$ cat config.mk
export PLATFORM = sky130hd
export DESIGN_NAME = ram_rd_arbiter
export DESIGN_NICKNAME = d
export VERILOG_FILES = /design/src/rtl/ram_rd_arbiter.sv
export SDC_FILE = /design/constraint.sdc
export NUM_CORES = 1
export LEC_CHECK = 0
export ABC_AREA = 1
export BUFFER_PORTS_ARGS = -buffer_cell sky130_fd_sc_hd__buf_4
export CAP_MARGIN = 15
export CORE_MARGIN = 3
export CORE_UTILIZATION = 45
export DETAILED_ROUTE_END_ITERATION = 10
export GPL_TIMING_DRIVEN = 0
export PLACE_DENSITY_LB_ADDON = 0.3
export REMOVE_ABC_BUFFERS = 1
export SETUP_SLACK_MARGIN = 0.1
export SLEW_MARGIN = 20
export SYNTH_ARGS = -nofsm -noshare
export SYNTH_HDL_FRONTEND = slang
export SYNTH_SLANG_ARGS = --single-unit
export TNS_END_PERCENT = 10
$ cat constraint.sdc
create_clock -name clk -period 1.88 [get_ports clk]
set_clock_uncertainty 0.05 [all_clocks]
set_input_delay 0.47 -clock clk [delete_from_list [all_inputs] [get_ports clk]]
set_output_delay 0.47 -clock clk [all_outputs]
set_load 0.01 [all_outputs]
$ cat src/rtl/ram_rd_arbiter.sv
// ----------------------------------------------------------------------------
// ram_rd_arbiter
//   Shares one read port of the picture RAM between the display scanner
//   (port 0, latency-critical, default winner) and the CNN feature fetch
//   (port 1, throughput-tolerant). One grant per cycle. A starvation counter
//   forces a port-1 win after STARVE_MAX consecutive denials. Returned data
//   is steered to the winner READ_LAT cycles after its grant.
//
// Ports
//   clk, rst_n           : clock, synchronous active-low reset
//   hold                 : 1 = issue no grants (frame being written)
//   req0/addr0           : port 0 request (level, held until granted)/address
//   gnt0                 : port 0 accepted this cycle
//   rvalid0/rdata0       : port 0 return strobe/data (data holds when idle)
//   req1/addr1           : port 1 request/address
//   gnt1                 : port 1 accepted this cycle
//   rvalid1/rdata1       : port 1 return strobe/data
//   ram_rd/ram_addr      : RAM read strobe/address (addr0 when no grant)
//   ram_rdata            : RAM read data, valid READ_LAT cycles after ram_rd
// ----------------------------------------------------------------------------
module ram_rd_arbiter #(
   parameter int unsigned AW         = 10,
   parameter int unsigned DW         = 8,
   parameter int unsigned READ_LAT   = 1,
   parameter int unsigned STARVE_MAX = 8
) (
   input  logic          clk,
   input  logic          rst_n,
   input  logic          hold,
   input  logic          req0,
   input  logic [AW-1:0] addr0,
   output logic          gnt0,
   output logic          rvalid0,
   output logic [DW-1:0] rdata0,
   input  logic          req1,
   input  logic [AW-1:0] addr1,
   output logic          gnt1,
   output logic          rvalid1,
   output logic [DW-1:0] rdata1,
   output logic          ram_rd,
   output logic [AW-1:0] ram_addr,
   input  logic [DW-1:0] ram_rdata
);

   localparam int unsigned SW = (STARVE_MAX > 0) ? $clog2(STARVE_MAX + 1) : 1;
   localparam logic [SW-1:0] SMAX = SW'(STARVE_MAX);

   logic [SW-1:0]       r_scnt;
   logic [READ_LAT-1:0] r_tag_v;
   logic [READ_LAT-1:0] r_tag_p;
   logic [DW-1:0]       r_rdata0;
   logic [DW-1:0]       r_rdata1;

   logic                w_en;
   logic                w_force1;
   logic                w_gnt0;
   logic                w_gnt1;
   logic [READ_LAT:0]   w_tag_v_nxt;
   logic [READ_LAT:0]   w_tag_p_nxt;
   logic                w_rv0;
   logic                w_rv1;

   // ---------------- combinational grant mux ----------------
   assign w_en     = rst_n & ~hold;
   assign w_force1 = (STARVE_MAX != 0) && req1 && (r_scnt == SMAX);
   assign w_gnt1   = w_en & req1 & (~req0 | w_force1);
   assign w_gnt0   = w_en & req0 & ~w_force1;

   assign gnt0     = w_gnt0;
   assign gnt1     = w_gnt1;
   assign ram_rd   = w_gnt0 | w_gnt1;
   assign ram_addr = w_gnt1 ? addr1 : addr0;

   // ---------------- starvation counter ----------------
   // Saturates at all-ones so a disabled guard (STARVE_MAX=0) cannot wrap.
   always_ff @(posedge clk) begin
      if (!rst_n) begin
         r_scnt <= '0;
      end else if (!hold) begin
         if (!req1 || w_gnt1) begin
            r_scnt <= '0;
         end else if (r_scnt != '1) begin
            r_scnt <= r_scnt + 1'b1;
         end
      end
   end

   // ---------------- return tag pipeline ----------------
   // Shift in at bit 0; the entry leaving at bit READ_LAT-1 is the one whose
   // data is on ram_rdata this cycle. Built as a concatenation so that a
   // one-deep pipeline needs no special case.
   assign w_tag_v_nxt = {r_tag_v, w_gnt0 | w_gnt1};
   assign w_tag_p_nxt = {r_tag_p, w_gnt1};

   always_ff @(posedge clk) begin
      if (!rst_n) begin
         r_tag_v <= '0;
         r_tag_p <= '0;
      end else begin
         r_tag_v <= w_tag_v_nxt[READ_LAT-1:0];
         r_tag_p <= w_tag_p_nxt[READ_LAT-1:0];
      end
   end

   // Gating with rst_n keeps rvalid low during reset, so a read whose return
   // coincides with the reset cycle is dropped along with the rest.
   assign w_rv0 = rst_n & r_tag_v[READ_LAT-1] & ~r_tag_p[READ_LAT-1];
   assign w_rv1 = rst_n & r_tag_v[READ_LAT-1] &  r_tag_p[READ_LAT-1];

   assign rvalid0 = w_rv0;
   assign rvalid1 = w_rv1;

   // ram_rdata is only valid during the return cycle itself, so it is passed
   // straight through then and captured to hold the value afterwards.
   always_ff @(posedge clk) begin
      if (!rst_n) begin
         r_rdata0 <= '0;
         r_rdata1 <= '0;
      end else begin
         if (w_rv0) r_rdata0 <= ram_rdata;
         if (w_rv1) r_rdata1 <= ram_rdata;
      end
   end

   assign rdata0 = w_rv0 ? ram_rdata : r_rdata0;
   assign rdata1 = w_rv1 ? ram_rdata : r_rdata1;

endmodule

### Word level (Yosys, flattened, before mapping)

Index checks and enable logic that the tools add are counted.

* equal/unequal tests: 2
* reductions and logical operators: 5
* add/subtract/negate cells: 1
* muxes and demuxes: 5
* bitwise gates (word level): 14

Operators by type and width (number)
* 8-bit two-way mux: 2
* 10-bit two-way mux: 1
* 1-bit bitwise AND: 8
* 4-bit two-way mux: 2
* 4-bit by 1-bit adder with 4-bit output, second input constant: 1
* 4-bit equality test, second input constant: 1
* 4-bit != test, second input constant: 1
* 1-bit inverter: 4
* 1-bit OR: 2
* 2-bit AND reduction: 1
* 2-bit nonzero test: 1
* 1-bit logical AND: 1
* 1-bit logical NOT: 1
* 1-bit logical OR: 1

* input port bits: 33
* output and inout port bits: 31
* register bits: 22

### Depth between registers and ports, before layout

* depth after elaboration: 7
* depth in mapped cells: 11
* gate-level depth less buffers: 11

### Least setup slack after synthesis

No wires, ideal clock.

* path kind: input -> output
* from: in hold
* to: out ram_addr[0]
* stages: 8
* required time: 1.360 ns
* arrival time: 1.271 ns
* setup slack: 0.089 ns
* cells stage by stage: inv_1 -> nand2_1 -> nor2_2 -> nand2_4 -> inv_2 -> buf_6 -> nand2_1 -> nand2_1

* longest elaborated chain between the ends: 5

RTL lines
* start, declared: line 29 `input logic hold,`
* 1-bit inverter (no line)
* 1-bit bitwise AND: line 64 `assign w_en = rst_n & ~hold;`
* 1-bit bitwise AND (2 in series): line 66 `assign w_gnt1 = w_en & req1 & (~req0 | w_force1);`
* named net gnt1: line 37 `output logic gnt1,`
* 10-bit two-way mux: line 72 `assign ram_addr = w_gnt1 ? addr1 : addr0;`
* end, declared: line 41 `output logic [AW-1:0] ram_addr,`

The timed path passes the listed nets, and every way through them passes these cells.

### Final worst setup path

* from: reg r_scnt[0]
* to: out ram_addr[2]

* longest elaborated chain between the ends: 5

RTL lines
* start, declared: line 48 `logic [SW-1:0] r_scnt;`
* start signal, assigned: line 83 `r_scnt <= r_scnt + 1'b1;`
* 4-bit equality test: line 65 `assign w_force1 = (STARVE_MAX != 0) && req1 && (r_scnt == SMAX);`
* 1-bit logical AND: line 65
* 1-bit OR: line 66
* 1-bit bitwise AND: line 66
* 10-bit two-way mux: line 72

Every way passes these cells.

==> metrics.csv <==
stage,metric,value,unit
yosys,"flops & latches, synth",22,
placed_design,Placer Congestion,0.816,
route,DRC,0,
finish,Area growth syn-to-layout,68.2,%
setup_path,Critical Path Start Type,register,
yosys,Syn Inst Count,182,
clock_tree,CTS Sinks,22,
job,total of max-cap violations,0,
finish,"commonest non-fill, non-tap cell in the layout",buf_4,
outcome,failing checks,setup timing,
route,WL per Instance,13.6,um
sta,final worst slack,-0.204,ns
setup_path,"Max FO, Critical Path",8,
route,DR vias/cell,5.12,
sta,Final Cycle Share,111,%
worst_hold_path,worst min-delay path class,in2reg,
sta,final setup violation count,29,
setup_path,critical path's most frequent cell,nand2_2,
clock_tree,CTS max path bufs,2,
setup_path,max incr delay on CP,0.34,ns
power,P per Cell Area,510,nW/um^2
yosys,dominant cell type by area after synthesis,dfxtp_1,
grt,antenna violations before repair,0,
setup_path,"delay-heaviest family, CP",simple AND/OR/NAND/NOR gates,
die,Initial Util,49.3,%
sta,min Tclk post-route,2.08,ns
yosys,post-synthesis sequential area ratio,34.8,%
finish,"commonest cells after routing, fill and taps aside","buf_4 (64), inv_1 (23), nand2_2 (19), nand2_1 (19), dfxtp_1 (18)",
sta,Worst-Margin Slew,0.286,ns
finish,final core occ,82.9,%
yosys,Yosys top cell area share,34.8,%
yosys,Synth cell types,21,
clock_tree,CTS tree,yes,
setup_path,critical-path cell list,inv_2 -> ha_4 -> nand2_2 -> inv_2 -> nand2_2 -> nand2_4 -> nand2_8 -> inv_6 -> nand2_1 -> nand2_2 -> buf_6,
grt,global-route wire length before repair,6.27,mm
clock_tree,"CTS clk-pin slew, worst paths",0.11,ns
power,Leak,0.00114,uW
grt,vias in the first global route,1416,
sta,RSZ-0062 raised after global routing,true,
clock_tree,root buffer cell,clkbuf_4,
clock_tree,CTS HTree Levels,1,
finish,Layout Nets,299,
grt,largest net degree at the start of global routing,20,
yosys,YS warnings,0,
setup_path,"Req. time, crit path",1.36,ns
setup_path,Worst Path Arrival,1.56,ns
finish,share of layout cells above drive strength 1,60.5,%
yosys,syn avg cell area,6.95,um^2
yosys,synthesized area,1260,um^2
sta,fmax,0.480,GHz
outcome,status,finished with violations,
setup_path,"Slowest-stage cell, CP",dfxtp_2,
route,total iterations of the first detailed-routing run,4,
die,I/O pins,64,
power,VDD IR-drop max,0.000644,V
route,Antenna Nets Post-Route,0,
sta,Hold WS,0.345,ns
die,Die Footprint,3480,um^2
die,Die H,59.0,um
setup_path,Setup CP Type,reg2out,
placed_design,IO buf count,63,
die,row count,18,
die,total core area,2570,um^2
grt,Congestion Overflow GR,0,
clock_tree,Skew-Pair Late Insertion Delay,0.32,ns
route,"wirelength, routed",3.98,mm
placed_design,Final HPWL DP,2.22,mm
setup_path,Worst Path Buf+Inv,4,
yosys,synth top area cells,"dfxtp_1 (35%), nand2_1 (11%), inv_1 (10%)",
setup_path,crit end category,output pin,
sta,Fin. Hold Viols,0,
finish,number of antenna diodes,0,
sta,fin. max-slew vios,0,
clock_tree,CTS Hold Bufs,0,
die,die width,59.0,um
sta,Slew HR,80.8,%
clock_tree,total CTS buffers,3,
route,initial DRC count,51,
route,DR vias,1500,
grt,total track usage,23.5,%
## sequential cells by signal, summed over array words and instances (netlist names)
register	flops
r_rdata0	8
r_rdata1	8
r_scnt	4
r_tag_p	1
r_tag_v	1
## cells in the mapped netlist, drive strengths merged
master,count
nand3,11
dfxtp,22
inv,39
o21ai,8
ha,2
nor2,16
buf,4
a211oi,8
nand2,40
xor2,2
clkbuf,1
a21oi,12
or2,16
nor3,1
## power breakdown
part           internal (uW)  total, uW  switching, uW
Sequential               485        495           9.94
Combinational            167        329            162
Clock                    119        262            143
Total                    770       1090            315
## repair_timing
action                                  CTS  global route
endpoints found under the setup margin   31            32
setup buffers                            14             1
endpoints found under the hold margin     0             0
cloned                                    4             0
pin swaps                                 8             8
gates resized for setup                  55            21
## final timing paths
kind | slack, ns | startpoint | cells past startpoint | endpoint
setup / recovery | -0.20 | r_scnt[0] | 11 | ram_addr[2]
hold / removal | 0.34 | ram_rdata[5] | 3 | r_rdata0[5]
setup reg to reg | 0.15 | r_scnt[0] | 13 | r_scnt[2]
hold reg to reg | 0.52 | r_rdata0[7] | 3 | r_rdata0[7]
## worst reg2reg max path, delay by kind of cell (launching register included)
family	cells	cell delay (ns)
fa+ha+maj	1	0.13
buf+inv	4	0.42
simple gates	8	0.70
flops	1	0.34
## layer usage
layer	GRT usage, %	vias to the layer above	wire length [um]
li1	-	731	-
met1	27.6	679	1510
met2	42.4	75	2030
met3	6.10	15	299
met4	5.83	0	132
met5	0	-	0
## kinds of logic after synthesis
group	synth area share [%]
and+or+nand+nor	32.1
buffers and inverters	14.6
AOI/OAI and AO/OA	15.0
DFF	34.8
xor gates and xnor gates	1.39
adders and majority gates	1.98
## metrics by stage
step | cell area, um^2 | TNS, ns | cells | setup slack, ns | total power [uW]
after floorplan | 1230 | 0 | 177 | 0.0179 | 632
after global placement | 1740 | -7.40 | 270 | -0.308 | 764
after detailed placement | 1740 | -7.20 | 270 | -0.298 | 769
after CTS | 2060 | -3.85 | 292 | -0.176 | 1070
after global routing | 2130 | -7.23 | 293 | -0.301 | 1140
final | 2130 | -4.58 | 293 | -0.204 | 1090
## final cells by class
cell class,count,area (um^2)
clock buffers,4,36.3
fillers,157,439
inverters,39,169
multi-input cells,118,783
flip-flops and latches,22,448
well taps,30,37.5
repair buffers,78,638
repair inverters,2,16.3
Note: power is estimated with default switching activity, not from simulation.
